<file path="src/rtl/hazard_ctrl_if.sv">
// Pipeline-side signals of the hazard unit; master drives detection inputs, slave drives enables/flushes.
// Pure wiring, no latency; backpressure is the enables themselves.
interface hazard_ctrl_if #(
    parameter int REG_W = 5,
    parameter int CNT_W = 32
);
    logic [REG_W-1:0] id_rs;
    logic [REG_W-1:0] id_rt;
    logic             id_use_rs;
    logic             id_use_rt;
    logic             id_branch;
    logic             ex_mem_read;
    logic             ex_reg_write;
    logic [REG_W-1:0] ex_rd;
    logic             mem_mem_read;
    logic [REG_W-1:0] mem_rd;
    logic             pc_src;
    logic             ext_stall;
    logic             pc_write;
    logic             if_id_write;
    logic             id_ex_write;
    logic             if_flush;
    logic             id_flush;
    logic             stall_busy;
    logic [CNT_W-1:0] stall_cycles;
    logic [CNT_W-1:0] flush_count;

    modport master (
        output id_rs, id_rt, id_use_rs, id_use_rt, id_branch, ex_mem_read, ex_reg_write,
               ex_rd, mem_mem_read, mem_rd, pc_src, ext_stall,
        input  pc_write, if_id_write, id_ex_write, if_flush, id_flush, stall_busy,
               stall_cycles, flush_count
    );

    modport slave (
        input  id_rs, id_rt, id_use_rs, id_use_rt, id_branch, ex_mem_read, ex_reg_write,
               ex_rd, mem_mem_read, mem_rd, pc_src, ext_stall,
        output pc_write, if_id_write, id_ex_write, if_flush, id_flush, stall_busy,
               stall_cycles, flush_count
    );
endinterface

</file>
<file path="src/rtl/hazard_ctrl.sv">
// Load-use / branch-operand hazard unit with multi-cycle stall down-counter and perf counters.
// Enables/flushes combinational from inputs; counters registered; ext_stall freezes the front end.
module hazard_ctrl #(
    parameter int REG_W    = 5,
    parameter int LOAD_LAT = 1,
    parameter int ZERO_REG = 1,
    parameter int CNT_W    = 32
) (
    input  logic          clk,
    input  logic          rst,
    hazard_ctrl_if.slave  hif
);
    localparam int CW = $clog2(LOAD_LAT + 2);
    localparam logic [CW-1:0] LAT  = CW'(LOAD_LAT);
    localparam logic [CW-1:0] LAT1 = CW'(LOAD_LAT + 1);
    localparam logic [CW-1:0] ONE  = CW'(1);

    logic [CW-1:0]    r_cnt;
    logic [CNT_W-1:0] r_stall_cycles;
    logic [CNT_W-1:0] r_flush_count;

    logic [CW-1:0] w_need;
    logic          w_match_ex;
    logic          w_match_mem;
    logic          w_hold;
    logic          w_busy;
    logic          w_pc_write;
    logic          w_if_id_write;
    logic          w_id_ex_write;
    logic          w_if_flush;
    logic          w_id_flush;

    function automatic logic f_match(
        input logic [REG_W-1:0] x,
        input logic [REG_W-1:0] rs,
        input logic [REG_W-1:0] rt,
        input logic             use_rs,
        input logic             use_rt
    );
        logic m;
        m = (use_rs && (rs == x)) || (use_rt && (rt == x));
        if ((ZERO_REG != 0) && (x == '0))
            m = 1'b0;
        return m;
    endfunction

    assign w_match_ex  = f_match(hif.ex_rd,  hif.id_rs, hif.id_rt, hif.id_use_rs, hif.id_use_rt);
    assign w_match_mem = f_match(hif.mem_rd, hif.id_rs, hif.id_rt, hif.id_use_rs, hif.id_use_rt);

    // Load in EX dominates: LOAD_LAT(+1 for a branch) is never smaller than the other cases.
    always_comb begin
        w_need = '0;
        if (hif.mem_mem_read && w_match_mem && hif.id_branch)
            w_need = LAT;
        if (hif.ex_reg_write && !hif.ex_mem_read && w_match_ex && hif.id_branch && (w_need < ONE))
            w_need = ONE;
        if (hif.ex_mem_read && w_match_ex)
            w_need = hif.id_branch ? LAT1 : LAT;
    end

    assign w_hold = (r_cnt != '0);
    assign w_busy = !rst && (w_hold || (w_need != '0));

    always_comb begin
        w_pc_write    = 1'b1;
        w_if_id_write = 1'b1;
        w_id_ex_write = 1'b1;
        w_if_flush    = 1'b0;
        w_id_flush    = 1'b0;
        if (rst) begin
            w_pc_write = 1'b1;
        end else if (hif.ext_stall) begin
            w_pc_write    = 1'b0;
            w_if_id_write = 1'b0;
            w_id_ex_write = 1'b0;
        end else if (w_busy) begin
            // Branch operands are not yet valid, so pc_src is not trusted here.
            w_pc_write    = 1'b0;
            w_if_id_write = 1'b0;
            w_id_flush    = 1'b1;
        end else if (hif.pc_src) begin
            w_if_flush = 1'b1;
        end
    end

    always_ff @(posedge clk) begin
        if (rst) begin
            r_cnt          <= '0;
            r_stall_cycles <= '0;
            r_flush_count  <= '0;
        end else begin
            if (!hif.ext_stall) begin
                if (w_hold)
                    r_cnt <= r_cnt - ONE;
                else if (w_need != '0)
                    r_cnt <= w_need - ONE;
            end
            if (w_busy && !hif.ext_stall && (r_stall_cycles != '1))
                r_stall_cycles <= r_stall_cycles + CNT_W'(1);
            if (w_if_flush && (r_flush_count != '1))
                r_flush_count <= r_flush_count + CNT_W'(1);
        end
    end

    assign hif.pc_write     = w_pc_write;
    assign hif.if_id_write  = w_if_id_write;
    assign hif.id_ex_write  = w_id_ex_write;
    assign hif.if_flush     = w_if_flush;
    assign hif.id_flush     = w_id_flush;
    assign hif.stall_busy   = w_busy;
    assign hif.stall_cycles = r_stall_cycles;
    assign hif.flush_count  = r_flush_count;
endmodule

</file>
<file path="src/flat_wrapper.sv">
// flat-port wrapper written by rule: the top's interface ports become plain ports
module hazard_ctrl_flat 
#(
    parameter int REG_W    = 5,
    parameter int LOAD_LAT = 1,
    parameter int ZERO_REG = 1,
    parameter int CNT_W    = 32
)
  (clk, rst, hif_id_rs, hif_id_rt, hif_id_use_rs, hif_id_use_rt, hif_id_branch, hif_ex_mem_read, hif_ex_reg_write, hif_ex_rd, hif_mem_mem_read, hif_mem_rd, hif_pc_src, hif_ext_stall, hif_pc_write, hif_if_id_write, hif_id_ex_write, hif_if_flush, hif_id_flush, hif_stall_busy, hif_stall_cycles, hif_flush_count);
  hazard_ctrl_if #(.REG_W(REG_W), .CNT_W(CNT_W)) hif_i ();
  input  logic clk;
  input  logic rst;
  input wire logic [$bits(hif_i.id_rs)-1:0] hif_id_rs;
  input wire logic [$bits(hif_i.id_rt)-1:0] hif_id_rt;
  input wire logic [$bits(hif_i.id_use_rs)-1:0] hif_id_use_rs;
  input wire logic [$bits(hif_i.id_use_rt)-1:0] hif_id_use_rt;
  input wire logic [$bits(hif_i.id_branch)-1:0] hif_id_branch;
  input wire logic [$bits(hif_i.ex_mem_read)-1:0] hif_ex_mem_read;
  input wire logic [$bits(hif_i.ex_reg_write)-1:0] hif_ex_reg_write;
  input wire logic [$bits(hif_i.ex_rd)-1:0] hif_ex_rd;
  input wire logic [$bits(hif_i.mem_mem_read)-1:0] hif_mem_mem_read;
  input wire logic [$bits(hif_i.mem_rd)-1:0] hif_mem_rd;
  input wire logic [$bits(hif_i.pc_src)-1:0] hif_pc_src;
  input wire logic [$bits(hif_i.ext_stall)-1:0] hif_ext_stall;
  output wire logic [$bits(hif_i.pc_write)-1:0] hif_pc_write;
  output wire logic [$bits(hif_i.if_id_write)-1:0] hif_if_id_write;
  output wire logic [$bits(hif_i.id_ex_write)-1:0] hif_id_ex_write;
  output wire logic [$bits(hif_i.if_flush)-1:0] hif_if_flush;
  output wire logic [$bits(hif_i.id_flush)-1:0] hif_id_flush;
  output wire logic [$bits(hif_i.stall_busy)-1:0] hif_stall_busy;
  output wire logic [$bits(hif_i.stall_cycles)-1:0] hif_stall_cycles;
  output wire logic [$bits(hif_i.flush_count)-1:0] hif_flush_count;
  assign hif_i.id_rs = hif_id_rs;
  assign hif_i.id_rt = hif_id_rt;
  assign hif_i.id_use_rs = hif_id_use_rs;
  assign hif_i.id_use_rt = hif_id_use_rt;
  assign hif_i.id_branch = hif_id_branch;
  assign hif_i.ex_mem_read = hif_ex_mem_read;
  assign hif_i.ex_reg_write = hif_ex_reg_write;
  assign hif_i.ex_rd = hif_ex_rd;
  assign hif_i.mem_mem_read = hif_mem_mem_read;
  assign hif_i.mem_rd = hif_mem_rd;
  assign hif_i.pc_src = hif_pc_src;
  assign hif_i.ext_stall = hif_ext_stall;
  assign hif_pc_write = hif_i.pc_write;
  assign hif_if_id_write = hif_i.if_id_write;
  assign hif_id_ex_write = hif_i.id_ex_write;
  assign hif_if_flush = hif_i.if_flush;
  assign hif_id_flush = hif_i.id_flush;
  assign hif_stall_busy = hif_i.stall_busy;
  assign hif_stall_cycles = hif_i.stall_cycles;
  assign hif_flush_count = hif_i.flush_count;
  hazard_ctrl #(.REG_W(REG_W), .LOAD_LAT(LOAD_LAT), .ZERO_REG(ZERO_REG), .CNT_W(CNT_W)) u_core (.clk(clk), .rst(rst), .hif(hif_i));
endmodule
</file>
<file path="config.mk">
export PLATFORM = sky130hd
export DESIGN_NAME = hazard_ctrl_flat
export DESIGN_NICKNAME = d
export VERILOG_FILES = /design/src/rtl/hazard_ctrl_if.sv /design/src/rtl/hazard_ctrl.sv /design/src/flat_wrapper.sv
export SDC_FILE = /design/constraint.sdc
export NUM_CORES = 1
export LEC_CHECK = 0
export BUFFER_PORTS_ARGS = -buffer_cell sky130_fd_sc_hd__buf_2
export CORE_UTILIZATION = 45
export CTS_BUF_LIST = sky130_fd_sc_hd__clkbuf_8
export DETAILED_ROUTE_END_ITERATION = 10
export GPL_ROUTABILITY_DRIVEN = 0
export GPL_TIMING_DRIVEN = 0
export PLACE_DENSITY = 0.74
export SETUP_SLACK_MARGIN = 0.05
export SYNTH_ARGS = -nofsm -noshare
export SYNTH_HDL_FRONTEND = slang
export SYNTH_SLANG_ARGS = --single-unit
</file>
<file path="constraint.sdc">
create_clock -name clk -period 4.1 [get_ports clk]
set_input_delay 0.205 -clock clk [delete_from_list [all_inputs] [get_ports clk]]
set_output_delay 0.205 -clock clk [all_outputs]
set_load 0.05 [all_outputs]
</file>
==> results.ini <==
[sta]
setup_viol=0
skew_ps=12.7
drv_slew=0
rsz0062_at_grt=false
hold_ws_ps=153
fmax_mhz=384
tightest_slew_ps=593
post-route-min-period_ps=2610
hold_viol=0
setup_tns_ps=0
period_share=0.636
timing.slew.headroom=0.603

[synth]
ys_seq_elements=66
ys_warn_count=0
synth.top_cells.by_area=dfxtp_1, xor2_1, nor2_1, mux2_2, nand4_1
syn_inst=459
ys_seq_area_frac=0.346
synthArstFlopShare=0
synth_cell_types=45
synth_area_mm2=0.00382
yosys.area.top_type=dfxtp_1
synth_ff_type=dfxtp_1
syn_nets=491
synth.avg_cell_area_um2=8.31
synth_top_area_share=0.346
synth_edf_count=0

[finish]
final_common_cell=buf_2
multi_input_area_mm2=0.00232
regArea_mm2=0.00132
final_cell_mix=buf_2, dfxtp_1, nor2_1
n_antenna_cell=0
drive_above_1_share=0.270
fin_cells=679
fill_cells=764
nets=601
final_cell_area_mm2=0.00461
syn_to_final_growth_pct=20.8

[setup_path]
end_kind=register
critical_path_class=reg2reg
cp.arrival_ps=2830
worstPathRequired_ps=4320
crit_fanout=8
critPathLaunchType=register

[grt]
grt_max_degree=11
antenna_found_initial=0
grt_first_pass_wirelength_um=15600
grt_overflow_total=0
grt_pass1_vias=3367
grt_usage=0.222

[detailed_routing]
first_pass_iters=5
routedWlPerCell_um=14.3
via_per_inst=5.62
drt_wl_total_um=9700
wl_met3_um=511
final_antenna_net_count=0
wl_met1_um=4420
dr_total_vias=3818
highest_layer=met4
wl_met2_um=4640
drc=0
drtIter0Drc=203

[placement]
numPlacedInstances=663
hpwl_um=7270
portBuffers=99
placed_cell_area_mm2=0.00444

[power_and_ir_drop]
p_leak_nw=1.97
powerDensity_mw_per_mm2=263
power_frac_seq=0.531
ir_drop_mv=0.120
swShare=0.253
switchingPower_mw=0.307
comb_power_share=0.083
p_int_mw=0.904
pwr-share-clk=0.386

[job]
timing.max_cap.violations=0

[clock_tree]
htreeDepth=3
insertion_delay_ps=340
path_clk_slew_ps=70
cts_buffers=9
clock-sinks=66
cts_tree=yes
cts-root-buf=clkbuf_8
postCtsHoldBufs=0
ctsResizeCount=0
post_cts_buffers=0
clk_path_buf_depth=2

[die]
die_h_um=94.1
die_w_um=94.1
floorplan.initialDensity=0.464
design.portCount=100
floorplan.die_area_mm2=0.00885
fp-row-count=33
core-area_mm2=0.00822

[worst_hold_path]
hold_class=in2reg

[status]
outcome=completed

[through the flow]
stage	setup slack [ps]	total power [mW]	util
after floorplan	1070	0.719	-
after global placement	1560	0.756	0.541
after detailed placement	1520	0.759	0.541
after CTS	1510	1.22	0.561
after global routing	1280	1.26	0.561
final	1490	1.21	0.561
[critical path: stages, from the launching register on]
cell and delay (ps):
dfxtp_1 420, ha_1 260, nand2_1 70, or4_1 510, clkbuf_1 200, nor4b_1 340
nand3_1 210, nor2_1 150, mux2_2 330
[cell type report]
cell class              instances  share of cell area
flip-flops and latches         66               0.287
plain buffers                  24              0.0285
inverters                      11             0.00896
well taps                     105              0.0285
clock buffers                  10              0.0299
multi-input cells             358               0.504
repair buffers                 99               0.108
clock inverters                 6             0.00597
[Yosys cell counts, drive strengths merged, types with 2 or more instances]
master   n
nor3b    4
nor4b    2
nor2    61
inv     11
ha       2
xnor2    5
and2     8
nand2   21
a32oi    2
o21ai    8
and4     2
nor3     7
a21oi   24
or4     11
mux2i    5
nor2b   23
mux2    21
dfxtp   66
buf      9
a311o    2
nand2b   9
nor4     5
nand3   26
and3    17
xor2    28
or3      8
a31o     7
clkbuf  15
nand4   32
o31ai   10
[cells by family after synthesis]
family	Yosys count	share of synthesized area
and+or+nand+nor	238	0.343
DFF	66	0.346
AOI/OAI and AO/OA	59	0.108
buffers and inverters	35	0.0452
xor gates and xnor gates	33	0.0757
muxes	26	0.0751
adders and majority gates	2	0.00656
[power groups by stage]
| stage | clock network, mW | logic, mW | registers, mW |
|---|---|---|---|
| after floorplan | 0 | 0.0575 | 0.661 |
| after global placement | 0 | 0.0981 | 0.658 |
| after detailed placement | 0 | 0.101 | 0.658 |
| after CTS | 0.480 | 0.101 | 0.643 |
| after global routing | 0.511 | 0.110 | 0.643 |
| final | 0.467 | 0.101 | 0.643 |
[path summary, 6_finish.rpt]
| check | from | depth (start not counted) | slack (ps) | end |
|---|---|---|---|---|
| worst max-delay path | u_core.hif.flush_count[0]$_SDFFE_PP0P_ | 8 | 1490 | u_core.hif.flush_count[30]$_SDFFE_PP0P_ |
| worst min-delay path | hif_ext_stall | 3 | 150 | u_core.r_cnt[0]$_SDFFE_PP0P_ |
| worst max register to register | u_core.hif.flush_count[0]$_SDFFE_PP0P_ | 8 | 1490 | u_core.hif.flush_count[30]$_SDFFE_PP0P_ |
| worst min register to register | u_core.hif.flush_count[27]$_SDFFE_PP0P_ | 2 | 500 | u_core.hif.flush_count[27]$_SDFFE_PP0P_ |
[sequential cells by signal, indices dropped and copies added (netlist names)]
register                 cells
u_core.hif.flush_count      32
u_core.hif.stall_cycles     32
u_core.r_cnt                 2
[metal layers]
metal | track usage | up-vias
met3 | 0.0518 | 10
li1 | - | 1880
met2 | 0.375 | 119
met1 | 0.283 | 1809
met5 | 0 | -
met4 | 0.0564 | 0
No activity file was read; power rests on OpenSTA's default activity.
